===== src/rtl/reg_cmd_bridge.sv =====
// reg_cmd_bridge: turns a host byte stream into register-file reads and writes.
// Command layout: header {dir, addr[6:0]}, length L, then L+1 payload bytes.
// Writes go straight through to the register file on the byte's transfer edge.
// Reads capture reg_rdata one location at a time and stream it back on tx.
module reg_cmd_bridge #(
  parameter logic [15:0] TIMEOUT_CYCLES = 16'd50000
) (
  input  logic       clk,
  input  logic       reset,
  input  logic [7:0] rx_data,
  input  logic       rx_valid,
  output logic       rx_ready,
  output logic [7:0] tx_data,
  output logic       tx_valid,
  input  logic       tx_ready,
  output logic [6:0] reg_num,
  output logic       reg_wr,
  output logic [7:0] reg_wdata,
  input  logic [7:0] reg_rdata,
  output logic       timeout
);

  localparam logic [2:0] S_IDLE  = 3'd0;
  localparam logic [2:0] S_LEN   = 3'd1;
  localparam logic [2:0] S_WDATA = 3'd2;
  localparam logic [2:0] S_RLOAD = 3'd3;
  localparam logic [2:0] S_RSEND = 3'd4;

  logic [2:0]  state_q, state_d;
  logic [6:0]  addr_q, addr_d;
  logic [7:0]  remaining_q, remaining_d;
  logic        is_wr_q, is_wr_d;
  logic [15:0] idle_cnt_q, idle_cnt_d;
  logic [7:0]  tx_data_q, tx_data_d;
  logic        tx_valid_q, tx_valid_d;
  logic        timeout_q, timeout_d;

  logic rx_fire;
  logic tx_fire;
  logic rx_phase;
  logic idle_hit;

  // Host-facing handshakes; rx is refused during the abort pulse so a byte
  // arriving right as a command is dropped cannot be mistaken for a header.
  always_comb begin
    rx_ready = ((state_q == S_IDLE) || (state_q == S_LEN) || (state_q == S_WDATA))
               && !timeout_q;
    rx_fire  = rx_valid && rx_ready;
    tx_fire  = tx_valid_q && tx_ready;
    rx_phase = (state_q == S_LEN) || (state_q == S_WDATA);
    idle_hit = rx_phase && !rx_fire && (idle_cnt_q == (TIMEOUT_CYCLES - 16'd1));
  end

  // Register-file side: address is always the running addr, write is a
  // combinational strobe so data lands on the same edge it is accepted.
  always_comb begin
    reg_num   = addr_q;
    reg_wdata = rx_data;
    reg_wr    = (state_q == S_WDATA) && rx_fire;
    tx_data   = tx_data_q;
    tx_valid  = tx_valid_q;
    timeout   = timeout_q;
  end

  // Command parser next-state and datapath updates.
  always_comb begin
    state_d     = state_q;
    addr_d      = addr_q;
    remaining_d = remaining_q;
    is_wr_d     = is_wr_q;
    tx_data_d   = tx_data_q;
    tx_valid_d  = tx_valid_q;
    timeout_d   = 1'b0;

    case (state_q)
      S_IDLE: begin
        if (rx_fire) begin
          addr_d  = rx_data[6:0];
          is_wr_d = rx_data[7];
          state_d = S_LEN;
        end
      end
      S_LEN: begin
        if (rx_fire) begin
          remaining_d = rx_data;
          state_d     = is_wr_q ? S_WDATA : S_RLOAD;
        end
      end
      S_WDATA: begin
        if (rx_fire) begin
          if (remaining_q == 8'd0) begin
            state_d = S_IDLE;
          end else begin
            remaining_d = remaining_q - 8'd1;
            addr_d      = addr_q + 7'd1;
          end
        end
      end
      S_RLOAD: begin
        // reg_num has been addr for this whole cycle, so reg_rdata is settled.
        tx_data_d  = reg_rdata;
        tx_valid_d = 1'b1;
        state_d    = S_RSEND;
      end
      S_RSEND: begin
        if (tx_fire) begin
          tx_valid_d = 1'b0;
          if (remaining_q == 8'd0) begin
            state_d = S_IDLE;
          end else begin
            remaining_d = remaining_q - 8'd1;
            addr_d      = addr_q + 7'd1;
            state_d     = S_RLOAD;
          end
        end
      end
      default: state_d = S_IDLE;
    endcase

    // Host went quiet mid-command: abandon it. Bytes already written stay.
    if (idle_hit) begin
      state_d   = S_IDLE;
      timeout_d = 1'b1;
    end
  end

  // Idle-gap counter only runs while waiting for command bytes; any transfer,
  // any other state, or the abort itself (entry to IDLE) returns it to zero.
  always_comb begin
    idle_cnt_d = 16'd0;
    if (rx_phase && !rx_fire && !idle_hit)
      idle_cnt_d = idle_cnt_q + 16'd1;
  end

  // State registers, asynchronously cleared by the active-low reset.
  always_ff @(posedge clk or negedge reset) begin
    if (!reset) begin
      state_q     <= S_IDLE;
      addr_q      <= 7'd0;
      remaining_q <= 8'd0;
      is_wr_q     <= 1'b0;
      idle_cnt_q  <= 16'd0;
      tx_data_q   <= 8'h00;
      tx_valid_q  <= 1'b0;
      timeout_q   <= 1'b0;
    end else begin
      state_q     <= state_d;
      addr_q      <= addr_d;
      remaining_q <= remaining_d;
      is_wr_q     <= is_wr_d;
      idle_cnt_q  <= idle_cnt_d;
      tx_data_q   <= tx_data_d;
      tx_valid_q  <= tx_valid_d;
      timeout_q   <= timeout_d;
    end
  end

endmodule


===== config.mk =====
export PLATFORM = sky130hd
export DESIGN_NAME = reg_cmd_bridge
export DESIGN_NICKNAME = d
export VERILOG_FILES = /design/src/rtl/reg_cmd_bridge.sv
export SDC_FILE = /design/constraint.sdc
export NUM_CORES = 1
export LEC_CHECK = 0
export CAP_MARGIN = 20
export CORE_MARGIN = 5
export CORE_UTILIZATION = 52
export DETAILED_ROUTE_END_ITERATION = 8
export PLACE_DENSITY_LB_ADDON = 0.15
export SYNTH_ARGS = -nofsm -noshare
export SYNTH_HDL_FRONTEND = slang
export SYNTH_SLANG_ARGS = --single-unit

===== constraint.sdc =====
create_clock -name clk -period 2.48 [get_ports clk]
set_clock_uncertainty 0.15 [all_clocks]
set_input_delay 0.372 -clock clk [delete_from_list [all_inputs] [get_ports clk]]
set_output_delay 0.372 -clock clk [all_outputs]
set_load 0.01 [all_outputs]

After elaboration in Yosys (flattened, before gate mapping)

Cells that the tools add are included.

Register bits: 45
Input port bits: 20
Output and inout bits: 27
Logic and storage cells: 71

Add/sub/neg operators: 3
Equal/unequal tests: 14
Multiplexer cells: 23
Reductions and logical operators: 23

Operator list:

| kind                  | number |
|---|---|
| $mux 8                | 4 |
| $mux 7                | 4 |
| $pmux 8 s3            | 1 |
| $pmux 7 s3            | 1 |
| $mux 3                | 6 |
| $add 16x1->16 const B | 1 |
| $eq 16x16->1 const B  | 1 |
| $mux 16               | 1 |
| $pmux 3 s5            | 1 |
| $ne 3x3->1 const B    | 4 |
| $logic_not 8->1       | 1 |
| $ne 2x2->1 const B    | 4 |
| $reduce_and 4->1      | 2 |
| $sub 8x1->8 const B   | 1 |
| $add 7x1->7 const B   | 1 |
| $logic_and 1x1->1     | 7 |
| $eq 3x2->1 const B    | 2 |
| $reduce_bool 3->1     | 2 |
| $reduce_and 5->1      | 1 |
| $reduce_and 2->1      | 2 |
| $eq 3x1->1 const B    | 1 |
| $eq 3x3->1 const B    | 1 |
| $logic_not 1->1       | 3 |
| $logic_not 3->1       | 1 |
| 6 further kinds       | 10 |

Logic depth before layout (Yosys ltp)

Gate-level depths: netlist of run 1.

Word-level depth: 11
Mapped depth: 7
Mapped depth without buffers: 6

Worst setup path before layout of run 1

No wires, ideal clock.

Path kind: register to register
From: reg remaining_q[0]
To: reg addr_q[1] (netlist: reg_num[1])
Library setup time: 125 ps
Arrival time: 1759 ps
Required time: 2205 ps
Setup slack: 446 ps
Stages on the path, launching flop included: 8
Path buffers: 1
Period minus slack after synthesis: 2034 ps
Path through: dfrtp_1 > inv_1 > ha_1 > nor4b_2 > a211o_1 > buf_2 > a21oi_2 > mux2_2

Cells in the longest elaborated chain, start to end: 4
Elaborated cells on any way between the ends: 5
Classes of those cells: mux (4); reduce/logical (1)

RTL lines:

| item                      | line    | RTL |
|---|---|---|
| start: declaration        | 31      | `logic [7:0] remaining_q, remaining_d;` |
| start signal: assignment  | 149     | `remaining_q <= remaining_d;` |
| $logic_not 8->1 (*)       | 91, 108 |  |
| $mux 7 (*)                | n/a     |  |
| $mux 7 (on tied branches) | n/a     |  |
| $pmux 7 s3 (*)            | n/a     |  |
| end signal: assignment    | 148     | `addr_q <= addr_d;` |
| end: declaration          | 30      | `logic [6:0] addr_q, addr_d;` |

Mark *: on every way between the ends. The rest lies on a longest branch, timed or not. The select of a mux whose other input is x is not followed.
A chain may end at the register's enable or synchronous reset.

Worst setup path in the final report of run 1

From: reg state_q[0]
To: out rx_ready

Cells in the longest elaborated chain, start to end: 4
Elaborated cells on any way between the ends: 6
Classes of those cells: eq/ne (2); reduce/logical (4)

RTL lines:

| item                                          | line | RTL |
|---|---|---|
| start: declaration                            | 29   | `logic [2:0] state_q, state_d;` |
| start signal: assignment                      | 147  | `state_q <= state_d;` |
| $eq 3x1->1 or $logic_not 3->1 (tied branches) | 46   | `rx_ready = ((state_q == S_IDLE) \|\| (state_q == S_LEN) \|\| (state_q == S_WDATA))` |
| $logic_or 1x1->1                              | 46   |  |
| $logic_or 1x1->1 (*)                          | 46   |  |
| $logic_and 1x1->1 (*)                         | 47   | `&& !timeout_q;` |
| end: declaration                              | 12   | `output logic rx_ready,` |

Mark *: on every way between the ends. The rest lies on a longest branch, timed or not.

==> results.cfg, run 1 <==
[power]
power_density_mw_per_mm2 = 1220
irDropWorstVdd_mv = 0.6676
p_leak_nw = 1.276
finalPower_mw = 3.871

[setup_path]
crit_cells = 3
cp_data_required_time_ns = 1.96
reg2reg_slack_ns = 0.29
startpoint = state_q[0]
path_cells = buf_4, a211oi_1, clkdlybuf4s50_1
crit_path_end_kind = output pin
rr_startpoint = remaining_q[0]
cp_slowest_cell = clkdlybuf4s50_1
r2r-end = reg_num[6]
critPathLaunchType = flip-flop
worstSetupPathType = flip-flop to output pin
critical_path.top_delay_family = buffers and inverters
crit_fanout = 24
worstRegToRegCells = 7
crit_arrival_ns = 1.70
cp_num_buf_inv = 2
critPathMaxStageDelay_ns = 0.58

[clock_tree]
cts_inserted_buffers = 5
cts_tree = built
clkSinkCount = 45
clock_latency_ns = 0.29
htree_num_levels = 2
ctsHoldBuffers = 0
cts_buffer_depth = 2
clkTransAtPathRegs_ns = 0.08
clockRootBuffer = clkbuf_8

[timing]
maxSlewViolCount = 0
slew-limit-headroom_pct = 62.43
setup_ws_ns = 0.2538
period_share_pct = 89.77
setup-tns-final_ns = 0
hold_ws_ns = 0.007253
fin_crit_ns = 2.226
hold_viol = 0
setup_viol = 0
max_freq_mhz = 449.2
rsz0062_at_grt = false
worst_pin_slew_ns = 0.5636

[cells_and_area]
area_growth_pct = 22.46
n_antenna_cell = 0
final_util_pct = 66.27
seqCellArea_mm2 = 0.001126
fin_nets = 329
fillers = 399
drive_gt1_share_pct = 12.79
multiInputGateArea_mm2 = 0.001294

[placed_design]
hpwl_um = 4205
portBuffers = 46
gp_congestion = 0.8769
dp_slack_ns = 0.1227

[synthesis]
yosysUniqueCellTypes = 58
netlist_area_mm2 = 0.002590
synthTopCellsByCount = dfrtp_1 (45), nor2_1 (25), nand2_1 (12), xnor2_1 (12)
synth_area_leader_cell = dfrtp_1
synthArstFlopShare_pct = 100.0
ys_ff_latch = 45
yosysWarnings = 0
syn_inst = 262
ys.flop_type = dfrtp_1
synthesis.nets = 286
synth_area_leaders = dfrtp_1 (43%), mux2_2 (4.8%), xnor2_1 (4.1%)
synth_edf_count = 0
yosysMostFrequentCell = dfrtp_1
yosysTopAreaCellShare_pct = 43.48
ys_seq_area_share_pct = 43.48
avgSynthCellArea_um2 = 9.885

[global_routing]
grt_pass1_wl_um = 10290
grt_max_degree = 46
track_usage_pct = 20.20
antenna_found_initial = 0
gr-total-overflow = 0
grt_pass1_vias = 2221

[floorplanning]
ioPinCount = 47
row_count = 25
die_height_um = 80.58
die_x_um = 80.58
fp.coreArea_mm2 = 0.004786
start_util_pct = 54.12
dieArea_mm2 = 0.006492

[detailed_routing]
drc = 0
first_iter_violations = 112
routed_wirelength_um = 5915
wl_per_cell_um = 15.90
ant_nets = 0
viasPerCell = 5.788
via_count = 2153
firstDrtPassIters = 4

[run_status]
status = completed

[job]
cap_violations = 0

[hold_path]
hold_class = input pin to async pin
registers in the layout, indices dropped and copies added (netlist names):
name and count:
reg_num 7, state_q 3, remaining_q 8, timeout 1, is_wr_q 1, tx_valid 1, tx_data 8, idle_cnt_q 16
metal layers:
layer | routed length [um] | GRT usage, % | vias to the layer above
met4 | 72 | 6.926 | 0
met5 | 0 | 0 | -
met3 | 245 | 4.148 | 7
li1 | - | - | 1046
met2 | 2903 | 33.61 | 55
met1 | 2694 | 25.99 | 1045
layout make-up:
class	instances	area share (%)
Clock buffer	7	2.722
Timing Repair Buffer	57	17.04
Multi-Input combinational cell	185	40.79
Tap cell	67	2.643
Sequential cell	45	35.50
Inverter	11	1.302
logic make-up after synthesis:
family	Yosys count	synth area share, %
AO/OA/AOI/OAI	65	18.70
adder cells (fa/ha/maj)	4	1.932
buffers and inverters	32	6.570
XOR/XNOR	15	5.073
multiplexers	14	5.942
AND/OR/NAND/NOR	87	18.31
flip-flops	45	43.48
worst max-delay path by stage:
stage / to / slack [ns]
after detailed placement: reg_num[6] / 0.12
after floorplan: reg_num[1] / 0.45
after global routing: reg_num[6] / 0.15
after CTS: reg_wr / 0.06
final: rx_ready / 0.25
after global placement: reg_num[6] / 0.14
placed cells by master (no fill, tap or decap), types with 3 or more instances in the layout:
master           count
dfrtp_1             45
a21oi_1              6
inv_1               11
o31a_1               4
o31ai_1              4
o21ai_0              8
nor2_1              25
nor3_1               9
mux2i_1              3
mux2_2              11
nand4_1              4
a211oi_1            11
clkbuf_8             6
nand3_1             10
buf_4               11
and3_1               4
ha_1                 4
nand2_1             12
a2bb2oi_1            5
xor2_1               3
clkdlybuf4s50_1     44
xnor2_1             12
o22ai_1              5
where the power goes:
part	internal [mW]	total, mW	switching [mW]
clock	0.221	0.450	0.229
sequential	0.984	1.17	0.191
combinational	1.10	2.25	1.14
total	2.31	3.87	1.56
metrics by stage:
step | std cells | instance area (um^2)
2_1_floorplan | 262 | 2590
3_3_place_gp | 365 | 3083
3_5_place_dp | 365 | 3083
4_1_cts | 372 | 3169
5_1_grt | 372 | 3172
6_report | 372 | 3172
timing repair:
action                                  4_1_cts  5_1_grt
gates resized for setup                       0        1
endpoints found under the setup margin        0        1
setup buffers                                 0        0
No activity file was read; power rests on OpenSTA's default activity.
==> run 2: changes to the inputs <==
TNS_END_PERCENT = 50   (was unset)
==> results of run 2 <==
No change in the layout: final DEF, timing and power equal those of run 1.
==> run 3: changes to the inputs <==
SLEW_MARGIN = 15   (was unset)
==> results of run 3 <==
No change in the layout: final DEF, timing and power equal those of run 1.
